--- src/rtl/term_pkg.sv ---
// ---------------------------------------------------------------------------
// term_pkg
// Definitions shared by the terminal stream writer and any terminal model:
//   - default geometry (TERM_COLS x TERM_ROWS)
//   - dtype encodings for the terminal write protocol
//   - recognised control codes
//   - writer FSM states and clear-sequence phases
//   - cursor type and the terminal's auto-increment rule
// ---------------------------------------------------------------------------
package term_pkg;

  localparam int TERM_COLS = 80;
  localparam int TERM_ROWS = 40;

  localparam logic [1:0] DT_CHAR = 2'd0;
  localparam logic [1:0] DT_COL  = 2'd1;
  localparam logic [1:0] DT_ROW  = 2'd2;

  localparam logic [7:0] CH_BS    = 8'h08;
  localparam logic [7:0] CH_TAB   = 8'h09;
  localparam logic [7:0] CH_LF    = 8'h0A;
  localparam logic [7:0] CH_FF    = 8'h0C;
  localparam logic [7:0] CH_CR    = 8'h0D;
  localparam logic [7:0] CH_ESC   = 8'h1B;
  localparam logic [7:0] CH_SPACE = 8'h20;
  localparam logic [7:0] CH_ESC_Y = 8'h59;
  localparam logic [7:0] CH_DEL   = 8'h7F;

  typedef enum logic [2:0] {
    ST_IDLE,
    ST_ESC,
    ST_ESC_ROW,
    ST_ESC_COL,
    ST_POS_ROW,
    ST_CLEAR
  } termState_e;

  // Order of strobes after the initial column-0 write of a clear.
  typedef enum logic [1:0] {
    CLR_ROW0,
    CLR_FILL,
    CLR_COL_END,
    CLR_ROW_END
  } clrPhase_e;

  typedef struct packed {
    logic [5:0] row;
    logic [6:0] col;
  } cursor_t;

  // Terminal auto-increment after a character write: the column wraps once
  // it has reached the last column, carrying into the row, which also wraps.
  function automatic cursor_t advanceCursor(input cursor_t cur,
                                            input logic [6:0] lastCol,
                                            input logic [5:0] lastRow);
    cursor_t nxt;
    nxt = cur;
    if (cur.col == lastCol) begin
      nxt.col = '0;
      nxt.row = (cur.row == lastRow) ? '0 : cur.row + 6'd1;
    end else begin
      nxt.col = cur.col + 7'd1;
    end
    return nxt;
  endfunction

  // Position byte of an ESC Y sequence: offset by 0x20, bytes below the
  // offset land on 0, anything past the last position is pinned to it.
  function automatic logic [7:0] clampOffset(input logic [7:0] b,
                                             input logic [7:0] maxPos);
    logic [7:0] off;
    off = b - CH_SPACE;
    if (b < CH_SPACE) begin
      return 8'd0;
    end else if (off > maxPos) begin
      return maxPos;
    end
    return off;
  endfunction

endpackage

--- src/rtl/term_stream_writer.sv ---
// ---------------------------------------------------------------------------
// term_stream_writer
// Converts a valid/ready byte stream into the character terminal's
// data/dstrobe/dtype write protocol, tracking a shadow cursor so that cursor
// control bytes can be turned into absolute column/row writes.
//
// Ports:
//   CLK_I     in   host clock (terminal samples writes on the same edge)
//   RST_N     in   asynchronous active-low reset
//   in_data   in   stream byte
//   in_valid  in   in_data valid
//   in_ready  out  byte accepted when in_valid && in_ready at a rising edge
//   data      out  terminal data: character code, column or row
//   dstrobe   out  one-cycle terminal write strobe
//   dtype     out  0 char, 1 column, 2 row
//   busy      out  clear sequence in progress
//   row       out  shadow cursor row
//   col       out  shadow cursor column
// ---------------------------------------------------------------------------
module term_stream_writer
  import term_pkg::*;
#(
  parameter int COLS = TERM_COLS,
  parameter int ROWS = TERM_ROWS
) (
  input  logic       CLK_I,
  input  logic       RST_N,
  input  logic [7:0] in_data,
  input  logic       in_valid,
  output logic       in_ready,
  output logic [7:0] data,
  output logic       dstrobe,
  output logic [1:0] dtype,
  output logic       busy,
  output logic [5:0] row,
  output logic [6:0] col
);

  localparam logic [6:0]  LAST_COL  = 7'(COLS - 1);
  localparam logic [5:0]  LAST_ROW  = 6'(ROWS - 1);
  localparam logic [7:0]  MAX_COL8  = 8'(COLS - 1);
  localparam logic [7:0]  MAX_ROW8  = 8'(ROWS - 1);
  localparam logic [11:0] FILL_LAST = 12'(COLS * ROWS - 1);

  termState_e  state_q;
  clrPhase_e   clrPhase_q;
  logic [11:0] fill_q;
  logic [5:0]  escRow_q;
  logic [7:0]  data_q;
  logic [1:0]  dtype_q;
  logic        dstrobe_q;
  logic        busy_q;
  logic [5:0]  row_q;
  logic [6:0]  col_q;

  logic        accept;
  logic        isPrintable;
  cursor_t     advCursor_d;
  logic [7:0]  tabBase;
  logic [6:0]  tabCol_d;
  logic [5:0]  escRow_d;
  logic [6:0]  escCol_d;

  // Bytes are only taken in the decoding states, and never while a strobe
  // is on the bus, so every single-strobe command costs one idle cycle.
  assign in_ready = !dstrobe_q &&
                    ((state_q == ST_IDLE)    || (state_q == ST_ESC) ||
                     (state_q == ST_ESC_ROW) || (state_q == ST_ESC_COL));

  assign data    = data_q;
  assign dstrobe = dstrobe_q;
  assign dtype   = dtype_q;
  assign busy    = busy_q;
  assign row     = row_q;
  assign col     = col_q;

  // Candidate next cursor values for the different commands.
  always_comb begin
    accept      = in_valid && in_ready;
    isPrintable = (in_data >= CH_SPACE) && (in_data != CH_DEL);
    advCursor_d = advanceCursor(cursor_t'{row: row_q, col: col_q}, LAST_COL, LAST_ROW);
    tabBase     = ({1'b0, col_q} | 8'h07) + 8'd1;
    tabCol_d    = (tabBase > MAX_COL8) ? LAST_COL : 7'(tabBase);
    escRow_d    = 6'(clampOffset(in_data, MAX_ROW8));
    escCol_d    = 7'(clampOffset(in_data, MAX_COL8));
  end

  // Writer FSM. Every terminal write is registered: the strobe, its data and
  // type, and the shadow cursor all change on the same edge.
  always_ff @(posedge CLK_I or negedge RST_N) begin
    if (!RST_N) begin
      state_q    <= ST_IDLE;
      clrPhase_q <= CLR_ROW0;
      fill_q     <= '0;
      escRow_q   <= '0;
      data_q     <= '0;
      dtype_q    <= DT_CHAR;
      dstrobe_q  <= 1'b0;
      busy_q     <= 1'b0;
      row_q      <= '0;
      col_q      <= '0;
    end else begin
      dstrobe_q <= 1'b0;
      busy_q    <= 1'b0;
      case (state_q)
        ST_IDLE: begin
          if (accept) begin
            if (isPrintable) begin
              dstrobe_q <= 1'b1;
              dtype_q   <= DT_CHAR;
              data_q    <= in_data;
              row_q     <= advCursor_d.row;
              col_q     <= advCursor_d.col;
            end else begin
              case (in_data)
                CH_CR: begin
                  dstrobe_q <= 1'b1;
                  dtype_q   <= DT_COL;
                  data_q    <= 8'd0;
                  col_q     <= '0;
                end
                CH_LF: begin
                  dstrobe_q <= 1'b1;
                  dtype_q   <= DT_ROW;
                  data_q    <= {2'b00, advCursor_d.row == row_q ? ((row_q == LAST_ROW) ? 6'd0 : row_q + 6'd1) : advCursor_d.row};
                  row_q     <= (row_q == LAST_ROW) ? 6'd0 : row_q + 6'd1;
                end
                CH_BS: begin
                  if (col_q != '0) begin
                    dstrobe_q <= 1'b1;
                    dtype_q   <= DT_COL;
                    data_q    <= {1'b0, col_q - 7'd1};
                    col_q     <= col_q - 7'd1;
                  end
                end
                CH_TAB: begin
                  dstrobe_q <= 1'b1;
                  dtype_q   <= DT_COL;
                  data_q    <= {1'b0, tabCol_d};
                  col_q     <= tabCol_d;
                end
                CH_FF: begin
                  // First strobe of the clear goes out with the acceptance.
                  dstrobe_q  <= 1'b1;
                  busy_q     <= 1'b1;
                  dtype_q    <= DT_COL;
                  data_q     <= 8'd0;
                  col_q      <= '0;
                  clrPhase_q <= CLR_ROW0;
                  fill_q     <= '0;
                  state_q    <= ST_CLEAR;
                end
                CH_ESC: begin
                  state_q <= ST_ESC;
                end
                default: begin
                end
              endcase
            end
          end
        end

        ST_ESC: begin
          if (accept) begin
            state_q <= (in_data == CH_ESC_Y) ? ST_ESC_ROW : ST_IDLE;
          end
        end

        ST_ESC_ROW: begin
          if (accept) begin
            escRow_q <= escRow_d;
            state_q  <= ST_ESC_COL;
          end
        end

        ST_ESC_COL: begin
          if (accept) begin
            dstrobe_q <= 1'b1;
            dtype_q   <= DT_COL;
            data_q    <= {1'b0, escCol_d};
            col_q     <= escCol_d;
            state_q   <= ST_POS_ROW;
          end
        end

        ST_POS_ROW: begin
          dstrobe_q <= 1'b1;
          dtype_q   <= DT_ROW;
          data_q    <= {2'b00, escRow_q};
          row_q     <= escRow_q;
          state_q   <= ST_IDLE;
        end

        ST_CLEAR: begin
          // One strobe per cycle; busy stays up through the final row write.
          dstrobe_q <= 1'b1;
          busy_q    <= 1'b1;
          case (clrPhase_q)
            CLR_ROW0: begin
              dtype_q    <= DT_ROW;
              data_q     <= 8'd0;
              row_q      <= '0;
              clrPhase_q <= CLR_FILL;
            end
            CLR_FILL: begin
              // The shadow cursor follows the auto-increment; a full screen
              // of writes brings it back to the origin.
              dtype_q <= DT_CHAR;
              data_q  <= CH_SPACE;
              row_q   <= advCursor_d.row;
              col_q   <= advCursor_d.col;
              fill_q  <= fill_q + 12'd1;
              if (fill_q == FILL_LAST) begin
                clrPhase_q <= CLR_COL_END;
              end
            end
            CLR_COL_END: begin
              dtype_q    <= DT_COL;
              data_q     <= 8'd0;
              col_q      <= '0;
              clrPhase_q <= CLR_ROW_END;
            end
            default: begin
              dtype_q    <= DT_ROW;
              data_q     <= 8'd0;
              row_q      <= '0;
              clrPhase_q <= CLR_ROW0;
              state_q    <= ST_IDLE;
            end
          endcase
        end

        default: begin
          state_q <= ST_IDLE;
        end
      endcase
    end
  end

endmodule

--- config.mk ---
export PLATFORM = sky130hd
export DESIGN_NAME = term_stream_writer
export DESIGN_NICKNAME = d
export VERILOG_FILES = /design/src/rtl/term_pkg.sv /design/src/rtl/term_stream_writer.sv
export SDC_FILE = /design/constraint.sdc
export NUM_CORES = 1
export LEC_CHECK = 0
export CAP_MARGIN = 5
export CELL_PAD_IN_SITES_DETAIL_PLACEMENT = 0
export CELL_PAD_IN_SITES_GLOBAL_PLACEMENT = 2
export CORE_MARGIN = 1
export CORE_UTILIZATION = 30
export DETAILED_ROUTE_END_ITERATION = 6
export PLACE_DENSITY_LB_ADDON = 0.2
export SETUP_SLACK_MARGIN = 0.05
export SYNTH_ARGS = -nofsm -noshare
export SYNTH_HDL_FRONTEND = slang
export SYNTH_SLANG_ARGS = --single-unit
--- constraint.sdc ---
create_clock -name CLK_I -period 2.7 [get_ports CLK_I]
set_input_delay 0.405 -clock CLK_I [delete_from_list [all_inputs] [get_ports CLK_I]]
set_output_delay 0.405 -clock CLK_I [all_outputs]
set_load 0.05 [all_outputs]
==> results.json <==
{
  "outcome": "complete, but fails checks",
  "violations": "DRC",
  "grt_max_degree": 29,
  "die_y_um": 112,
  "async_flop_share_pct": 100,
  "syn_area_um2": 3610,
  "antenna_found_initial": 0,
  "num_antenna_cells": 0,
  "cts_buffers": 5,
  "cts_tree": "built",
  "cts_root_buf": "clkbuf_16",
  "post_cts_resized": 0,
  "multi_input_area_um2": 2230,
  "p_seq_share_pct": 29.2,
  "drive_gt1_share_pct": 16.4,
  "yosysUniqueCellTypes": 64,
  "post_cts_buffers": 0,
  "p_int_mw": 1.98,
  "rsz0062_at_grt": "no",
  "io_pins": 37,
  "fin_crit_ps": 2470,
  "vias_per_cell": 5.38,
  "setup_tns_ps": 0,
  "wl_per_cell_um": 18.6,
  "nets": 556,
  "placedCellCount": 667,
  "fin_cells": 675,
  "power.density_nw_per_um2": 728,
  "combPwrFrac_pct": 48.4,
  "vias": 3632,
  "synth_common_cells": "50 x nor2_1, 48 x dfrtp_1, 48 x nand2_1, 33 x o21ai_0, 20 x a21oi_1",
  "swShare_pct": 42.4,
  "period_share_pct": 91.5,
  "min_path_type": "in -> async",
  "ys_ff_latch": 48,
  "endpoint_kind": "flip-flop",
  "setup_viol": 0,
  "crit_required_ps": 2890,
  "hold_slack_ps": 68.5,
  "synth_area_leader_cell": "dfrtp_1",
  "post_synth.cell_area_avg_um2": 8.05,
  "drc": 3,
  "synth_area_leaders": "dfrtp_1 33%, nor2_1 5.2%, nand2_1 5.0%, ha_1 4.8%, o21ai_0 4.6%",
  "ff_latch_area_um2": 1200,
  "netSwitchingPower_mw": 1.46,
  "fp.coreArea_um2": 11600,
  "ys_warn_count": 0,
  "grt_pass1_wl_um": 19800,
  "rows": 39,
  "cp.arrival_ps": 2660,
  "yosys.area.top_type_share_pct": 33.2,
  "wl_um": 12500,
  "cp-start-kind": "primary input",
  "drtIter0Drc": 300,
  "slew_headroom_pct": 48.4,
  "hold_buffers": 0,
  "ant_nets": 0,
  "peakVddDrop_v": 0.000352,
  "port_buffers": 36,
  "nFillCells": 1197,
  "clock-sinks": 48,
  "syn-num-nets": 474,
  "start_util_pct": 31.3,
  "leakagePower_nw": 1.97,
  "max-clock-path-buffers": 2,
  "grt_pass1_vias": 3554,
  "die-area_um2": 12500,
  "path_max_fanout": 20,
  "finalMaxSlewViolations": 0,
  "gr-total-overflow": 0,
  "clockPowerShare_pct": 22.5,
  "synthCells": 449,
  "htree_levels": 2,
  "clock_skew_ps": 3.88,
  "synth_top_flop_cell": "dfrtp_1",
  "total_power_mw": 3.44,
  "path_class": "in -> reg",
  "hold_viol": 0,
  "max_freq_mhz": 405,
  "worstMarginPinSlew_ps": 774,
  "synth_most_common_cell": "nor2_1",
  "clk_latency_ps": 300,
  "place_hpwl_um": 9980,
  "area_delta_synth_final_pct": 30.8,
  "die_w_um": 112,
  "cts.clk_slew.worst_paths_ps": 70,
  "synth_edf_count": 0,
  "ys_seq_area_share_pct": 33.2,
  "maxCapViolCount": 0,
  "grt_usage_pct": 21.0,
  "finalWeightedCongestion": 0.813,
  "firstDrtPassIters": 7
}
[routing by layer]
metal | GRT usage (%) | up-vias | routed length (um)
met5 | 0 | - | 0
met4 | 7.84 | 0 | 265
met3 | 3.10 | 17 | 529
met2 | 32.8 | 100 | 5750
met1 | 29.1 | 1731 | 6000
li1 | - | 1784 | -
[state kept, by name, summed over array words and instances (netlist names)]
| signal | flops |
|---|---|
| escRow_q | 6 |
| busy | 1 |
| clrPhase_q | 2 |
| dtype | 2 |
| col | 7 |
| row | 6 |
| dstrobe | 1 |
| fill_q | 12 |
| data | 8 |
| state_q | 3 |
[cells by family (layout without fill, tap and decap cells)]
| group | count (synthesis) | after routing | share of synthesized area (%) |
|---|---|---|---|
| AOI/OAI and AO/OA | 126 | 126 | 23.4 |
| xor gates and xnor gates | 19 | 19 | 4.60 |
| adders and majority gates | 14 | 14 | 4.85 |
| buffers and inverters | 44 | 127 | 5.50 |
| DFF | 48 | 48 | 33.2 |
| muxes | 4 | 4 | 1.14 |
| and+or+nand+nor | 194 | 194 | 27.2 |
[path summary, 6_finish.rpt]
check,from,slack [ps],depth (start not counted),endpoint
setup / recovery,in_data[5],230,10,data[3]
hold / removal,RST_N,70,1,data[1]
setup reg to reg,col[3],260,7,data[4]
hold reg to reg,dtype[1],480,2,dtype[1]
max in group asynchronous,RST_N,1870,2,col[3]
min in group CLK_I,dtype[1],480,2,dtype[1]
[placed cells by master (no fill, tap or decap), types with 3 or more instances in the layout]
cell             instances
nor3b_1                  3
ha_1                    13
nand4b_1                 3
o21ai_0                 32
dfrtp_1                 48
mux2i_1                  3
or3_1                    8
and2_1                   7
a21oi_1                 20
nor2b_1                 10
o31ai_1                  8
nor2_1                  50
nand3b_1                 6
nor3_1                  11
a22oi_1                  7
o22ai_1                  5
nor4_1                   3
and3_1                   3
a31oi_1                  4
a22o_1                   7
nand3_1                 18
a21o_1                   4
inv_1                   17
clkbuf_16                5
xnor2_1                 10
nand2b_1                 5
buf_4                   64
clkdlybuf4s50_1         35
a211oi_1                 5
nand2_1                 48
nand4_1                  6
o211ai_1                 7
xor2_1                   9
a221oi_1                 4
[power by group through the flow]
stage | registers [mW] | logic, mW | clock network (mW)
floorplan | 1.31 | 0.730 | 0
CTS | 1.00 | 1.67 | 0.793
global route | 1.03 | 1.77 | 0.827
global placement | 1.01 | 1.66 | 0
detailed placement | 1.01 | 1.67 | 0
finish | 1.00 | 1.66 | 0.773
[final cells by class]
cell class,instances,share of cell area (%)
clock inverters,1,0.635
multi-input cells,357,47.2
inverters,17,1.35
flip-flops and latches,48,25.4
repair buffers,102,18.3
well taps,143,3.79
clock buffers,7,3.23
[critical path: stages]
cell and delay (ps):
clkdlybuf4s50_1 500, or3_1 380, buf_4 150, buf_4 150
o21ai_2 120, o211ai_1 200, a211oi_2 250, buf_6 220
a21oi_1 70, a22o_1 200
[metrics by stage]
step           worst slack, ps  util [%]  cell area, um^2
5_1_grt                   67.6      40.9             4730
3_5_place_dp              -133      39.2             4530
2_1_floorplan              118         -             3610
6_report                   229      40.9             4730
4_1_cts                    152      40.8             4720
3_3_place_gp              -127      39.2             4530
No activity file was read; power rests on OpenSTA's default activity.
